## src/rtl/zuss_pkg.sv

```systemverilog
// Shared widths and requester ids for the writeback arbiter slice.
package zuss_pkg;
  localparam int XLEN   = 32;
  localparam int REG_AW = 5;
  localparam int REG_N  = 2 ** REG_AW;

  typedef enum logic {
    REQ_ALU = 1'b0,
    REQ_LSU = 1'b1
  } req_id_e;
endpackage

```

## src/rtl/zuss_rr_arb2.sv

```systemverilog
// Two-way round-robin arbiter; bit 0 = ALU, bit 1 = LSU.
module zuss_rr_arb2
  import zuss_pkg::*;
(
  input  logic       clk,
  input  logic       rst,
  input  logic [1:0] req,
  output logic [1:0] gnt
);

  req_id_e last_q, last_d;

  always_comb begin
    gnt    = 2'b00;
    last_d = last_q;
    if (!rst) begin
      case (req)
        2'b01:   gnt = 2'b01;
        2'b10:   gnt = 2'b10;
        2'b11:   gnt = (last_q == REQ_ALU) ? 2'b10 : 2'b01;
        default: gnt = 2'b00;
      endcase
    end
    // every grant is a completed transfer
    if (gnt[0]) begin
      last_d = REQ_ALU;
    end else if (gnt[1]) begin
      last_d = REQ_LSU;
    end
  end

  always_ff @(posedge clk or posedge rst) begin
    if (rst) begin
      last_q <= REQ_LSU;
    end else begin
      last_q <= last_d;
    end
  end

endmodule

```

## src/rtl/zuss_wb_arbiter.sv

```systemverilog
// ALU/LSU writeback arbiter with registered regfile port.
// Optional pending-write scoreboard enabled by ZUSS_WB_SCOREBOARD_EN.
module zuss_wb_arbiter #(
  parameter int XLEN = zuss_pkg::XLEN,
  parameter int AW   = zuss_pkg::REG_AW
) (
  input  logic            clk,
  input  logic            rst,
  input  logic            alu_valid,
  input  logic [AW-1:0]   alu_addr,
  input  logic [XLEN-1:0] alu_data,
  output logic            alu_ready,
  input  logic            lsu_valid,
  input  logic [AW-1:0]   lsu_addr,
  input  logic [XLEN-1:0] lsu_data,
  output logic            lsu_ready,
  output logic            we,
  output logic [AW-1:0]   w_addr,
  output logic [XLEN-1:0] w_data,
  input  logic            issue_set,
  input  logic [AW-1:0]   issue_addr,
  input  logic [AW-1:0]   chk_addr1,
  input  logic [AW-1:0]   chk_addr2,
  output logic            busy1,
  output logic            busy2
);

  logic [1:0]      gnt;
  logic [AW-1:0]   acc_addr;
  logic [XLEN-1:0] acc_data;

  logic            we_q, we_d;
  logic [AW-1:0]   w_addr_q, w_addr_d;
  logic [XLEN-1:0] w_data_q, w_data_d;

  zuss_rr_arb2 u_arb (
    .clk (clk),
    .rst (rst),
    .req ({lsu_valid, alu_valid}),
    .gnt (gnt)
  );

  assign alu_ready = gnt[0];
  assign lsu_ready = gnt[1];

  always_comb begin
    acc_addr = gnt[1] ? lsu_addr : alu_addr;
    acc_data = gnt[1] ? lsu_data : alu_data;
    w_addr_d = w_addr_q;
    w_data_d = w_data_q;
    // r0 writes are consumed but never reach the regfile
    we_d     = (|gnt) && (acc_addr != '0);
    if (|gnt) begin
      w_addr_d = acc_addr;
      w_data_d = acc_data;
    end
  end

  always_ff @(posedge clk or posedge rst) begin
    if (rst) begin
      we_q     <= 1'b0;
      w_addr_q <= '0;
      w_data_q <= '0;
    end else begin
      we_q     <= we_d;
      w_addr_q <= w_addr_d;
      w_data_q <= w_data_d;
    end
  end

  assign we     = we_q;
  assign w_addr = w_addr_q;
  assign w_data = w_data_q;

`ifdef ZUSS_WB_SCOREBOARD_EN
  localparam int N = 2 ** AW;

  logic [N-1:0] busy_q, busy_d;

  always_comb begin
    busy_d = busy_q;
    if (we_q) begin
      busy_d[w_addr_q] = 1'b0;
    end
    // set after clear so a same-edge issue wins
    if (issue_set && (issue_addr != '0)) begin
      busy_d[issue_addr] = 1'b1;
    end
    busy_d[0] = 1'b0;
  end

  always_ff @(posedge clk or posedge rst) begin
    if (rst) begin
      busy_q <= '0;
    end else begin
      busy_q <= busy_d;
    end
  end

  assign busy1 = busy_q[chk_addr1];
  assign busy2 = busy_q[chk_addr2];
`else
  logic unused_sb;

  assign unused_sb = ^{issue_set, issue_addr, chk_addr1, chk_addr2};
  assign busy1     = 1'b0;
  assign busy2     = 1'b0;
`endif

endmodule
```

## config.mk

```make
export PLATFORM = sky130hd
export DESIGN_NAME = zuss_wb_arbiter
export DESIGN_NICKNAME = d
export VERILOG_FILES = /design/src/rtl/zuss_pkg.sv /design/src/rtl/zuss_rr_arb2.sv /design/src/rtl/zuss_wb_arbiter.sv
export SDC_FILE = /design/constraint.sdc
export NUM_CORES = 1
export LEC_CHECK = 0
export ABC_CLOCK_PERIOD_IN_PS = 3200
export BUFFER_PORTS_ARGS = -buffer_cell sky130_fd_sc_hd__buf_4
export CORE_MARGIN = 1.5
export CORE_UTILIZATION = 35
export DETAILED_ROUTE_END_ITERATION = 8
export HOLD_SLACK_MARGIN = 0.02
export PLACE_DENSITY = 0.82
export SYNTH_ARGS = -nofsm -noshare
export SYNTH_HDL_FRONTEND = slang
export SYNTH_SLANG_ARGS = --single-unit
```

## constraint.sdc

```tcl
create_clock -name clk -period 3.2 [get_ports clk]
set_input_delay 0.48 -clock clk [delete_from_list [all_inputs] [get_ports clk]]
set_output_delay 0.48 -clock clk [all_outputs]
set_load 0.01 [all_outputs]
```

Word level (Yosys, flattened, before mapping)
Cells that the tools add are included.

Bits in registers: 39. Input bits: 94. Word-level logic and storage cells: 18.

Equality and inequality tests: 3. Multiplexer cells: 7. Reduce and logical (&&, ||, !) cells: 4.

Operators by type and width (number): 32-bit 2-to-1 mux (1); 2-bit one-hot mux with 3 select lines (1); 5-bit 2-to-1 mux (1); 5-bit nonzero test (1); 2-bit equality test (second input constant) (2); 2-bit 2-to-1 mux (2); 2-bit by 1-bit equality test with 1-bit output (second input constant) (1); 1-bit 2-to-1 mux (2); 2-bit nonzero test (1); 2-bit OR reduction (1); 1-bit logical AND (1).

Longest topological paths before layout
Depth after elaboration: 6. Gate-level depth with buffers: 5. Gate-level depth less buffers: 3.

By module
A second synthesis with hierarchy kept.

Cells, all modules: 178. Area total of the unflattened synthesis: 1840.5 um^2.

By module, submodules not included: zuss_wb_arbiter (instances 1, cells an instance 170, area an instance 1769.2 um^2, seq. area each 950.9 um^2); zuss_rr_arb2 (instances 1, cells an instance 8, area an instance 71.3 um^2, seq. area each 26.3 um^2).

Worst setup path before layout
Ideal clock, no wire load.

Path kind: input-to-output. From: in rst. To: out alu_ready. Arrival: 1136 ps. Data required time: 2720 ps. Setup slack: 1584 ps. Stages: 3. Path through: o21bai_2 -> a21oi_2 -> buf_2.

Word-level cells in the longest chain between the ends: 1.

RTL lines: start: declaration (line zuss_wb_arbiter.sv:8) `input logic rst,`; 2-bit 2-to-1 mux (line zuss_rr_arb2.sv:16) `if (!rst) begin`; end: declaration (line zuss_wb_arbiter.sv:12) `output logic alu_ready,`.

No other way between the ends.

Worst setup path after layout
From: reg u_arb.last_q. To: out alu_ready.

Word-level cells in the longest chain between the ends: 3.

RTL lines: start: declaration (line zuss_rr_arb2.sv:11) `req_id_e last_q, last_d;`; start signal: assignment (line zuss_rr_arb2.sv:36) `last_q <= last_d;`; 2-bit 2-to-1 mux (line zuss_rr_arb2.sv:20) `2'b11: gnt = (last_q == REQ_ALU) ? 2'b10 : 2'b01;`; 2-bit one-hot mux with 3 select lines (line zuss_rr_arb2.sv:17) `case (req)`; 2-bit 2-to-1 mux (line zuss_rr_arb2.sv:16).

No other way between the ends.

==> results.json <==
{
  "max-slew-margin-rel_pct": 55.85,
  "min_period_over_period_pct": 61.41,
  "crit_fanout": 18,
  "synth_area_leaders": "dfrtp_1 (53%), a221o_1 (18%), and3_1 (11%), buf_2 (2.8%), a31oi_1 (2.1%)",
  "die_x_um": 74.55,
  "nets": 367,
  "ios": 136,
  "syn_area_per_cell_sq_um": 11.27,
  "drt-pass1-iter-count": 4,
  "critPathKind": "reg2out",
  "synth_edf_count": 0,
  "grt_usage_pct": 18.43,
  "fin_tns_setup_ns": 0,
  "finalSetupViolCount": 0,
  "dr.first_iter.drc_count": 77,
  "n_fill_cell": 441,
  "fmax_mhz": 508.9,
  "syn_area_sq_um": 1792,
  "required_ns": 2.72,
  "fin_skew_ns": 0.005362,
  "cp_cell_sequence": "nand2_1 -> a21oi_2 -> buf_4 -> buf_4",
  "cts_max_path_buffers": 2,
  "cts_buffers": 5,
  "cts_tree": "built",
  "cpLargestDelayFamily": "flip-flops",
  "place_area_sq_um": 2719,
  "synth_top_cell_area_share_pct": 53.07,
  "async_reset_ff_share_pct": 100.0,
  "synth-main-ff-cell": "dfrtp_1",
  "place_inst": 333,
  "antenna_found_initial": 0,
  "tightest_slew_ns": 0.6616,
  "grt_pass1_vias": 1778,
  "stdcell_area_sq_um": 2819,
  "vdd_drop_max_mv": 0.2243,
  "start_util_pct": 37.19,
  "die_h_um": 74.55,
  "synth-seq-cells": 39,
  "cp_common_cell": "buf_4",
  "grt_max_degree": 39,
  "period_minus_slack_ns": 1.965,
  "powerDensity_nw_per_um2": 485.0,
  "p_total_w": 0.001367,
  "wl_um": 5156,
  "h-tree-depth": 2,
  "maxSlewViolCount": 0,
  "clock-sinks": 39,
  "cp.arrival_ns": 1.49,
  "post_drt_wl_per_cell_um": 15.12,
  "num_vias": 1804,
  "netlist_instances": 159,
  "routabilityCongestion": 0.7533,
  "portBuffers": 117,
  "die_area_sq_um": 5558,
  "cp_num_buf_inv": 2,
  "ant_nets": 0,
  "cp_slowest_cell": "dfstp_2",
  "rsz0062_at_grt": "false",
  "rows": 25,
  "hpwl_um": 3687,
  "slowest_delay_ns": 0.55,
  "synth_top_cell_by_area": "dfrtp_1",
  "cts_setup_buffers": 0,
  "synth_most_common_cell": "dfrtp_1",
  "grt_pass1_wl_um": 7803,
  "viasPerCell": 5.290,
  "synthTopCellsByCount": "dfrtp_1 (38), a221o_1 (32), and3_1 (32)",
  "drcViolationCount": 0,
  "synth.distinct_cells": 23,
  "ys_seq_area_share_pct": 54.54,
  "overflow": 0,
  "p_leak_nw": 1.465,
  "maxCapViolCount": 0,
  "clockRootBuffer": "clkbuf_8",
  "reg2reg_slack_ns": 1.70,
  "utilization_pct": 58.52,
  "core_sq_um": 4817,
  "hold_class": "in2async",
  "final_cells": 341,
  "start_kind": "flip-flop",
  "clock_latency_ns": 0.28,
  "status": "finished clean",
  "drive_above_1_share_pct": 49.27,
  "yosys_warnings": 0,
  "clkTransAtPathRegs_ns": 0.07,
  "synthToLayoutAreaGrowth_pct": 57.33,
  "ctsResizeCount": 0,
  "diodes": 0,
  "cp-end-kind": "primary output",
  "finalHoldViolCount": 0,
  "holdBufCountCts": 0
}
-- cell type report --
type / instances / area (sq um) / area share, %
sequential: 39 / 977.2 / 34.66
clock buffer: 8 / 100.1 / 3.551
tap: 67 / 83.83 / 2.974
inverter: 1 / 3.754 / 0.1332
multi-input combinational: 103 / 730.7 / 25.92
timing repair buffer: 123 / 923.4 / 32.76
-- cells in the final DEF, fill, tap and decap left out --
| cell type | Yosys | layout |
|---|---|---|
| nor3_1 | 2 | 2 |
| nand3_1 | 5 | 5 |
| nand2b_1 | 1 | 1 |
| and2_1 | 1 | 1 |
| a31oi_1 | 6 | 6 |
| a221o_1 | 32 | 32 |
| clkbuf_1 | 4 | 1 |
| inv_1 | 1 | 1 |
| o21ai_0 | 5 | 5 |
| a21oi_2 | 1 | 1 |
| o21bai_2 | 1 | 1 |
| buf_4 | 2 | 123 |
| dfrtp_1 | 38 | 38 |
| o21ba_2 | 1 | 1 |
| conb_1 | 1 | 2 |
| clkbuf_8 | 0 | 7 |
| a22o_1 | 1 | 1 |
| nor2_1 | 9 | 9 |
| dfstp_2 | 1 | 1 |
| nand2_1 | 3 | 3 |
| and3_1 | 32 | 32 |
| nor2b_2 | 1 | 1 |
-- sequential cells by signal, summed over array words and instances, names as in the netlist --
name          flops
w_data           32
u_arb.last_q      1
w_addr            5
we                1
-- power breakdown --
part / switching [W] / internal [W] / leakage [nW]
sequential: 0.0000428 / 0.000570 / 0.461
clock: 0.000158 / 0.000197 / 0.0515
combinational: 0.000171 / 0.000228 / 0.952
-- metal layers --
layer  GRT usage (%)  share of wire (%)  vias up
met3           4.472                6.4        4
li1                -                  -      850
met1           20.48                 40      876
met5               0                  0        -
met4           5.455               0.85        0
met2           34.62                 53       74
-- worst paths after layout --
kind | startpoint | to | cells past startpoint
worst min register to register | w_data[29]$_DFFE_PP0P_ | w_data[29]$_DFFE_PP0P_ | 1
max in group asynchronous | rst | w_addr[1]$_DFFE_PP0P_ | 3
worst max register to register | u_arb.last_q$_DFFE_PP1P_ | w_data[8]$_DFFE_PP0P_ | 4
worst max-delay path | u_arb.last_q$_DFFE_PP1P_ | alu_ready | 4
min in group clk | alu_valid | u_arb.last_q$_DFFE_PP1P_ | 2
worst min-delay path | rst | w_addr[0]$_DFFE_PP0P_ | 2
-- through the flow --
stage	hold slack, ns	setup WS [ns]
6_report	0.3114	1.235
3_3_place_gp	0.4954	1.382
3_5_place_dp	0.5017	1.372
4_1_cts	0.3364	1.221
2_1_floorplan	0.4933	1.584
5_1_grt	0.3784	1.157
-- logic make-up after synthesis --
kind of cell    synth area share, %
other cells                  0.2093
simple gates                  16.83
buf+inv                       4.887
flops                         54.54
compound gates                23.53
Power figures use the tool's default switching activity.
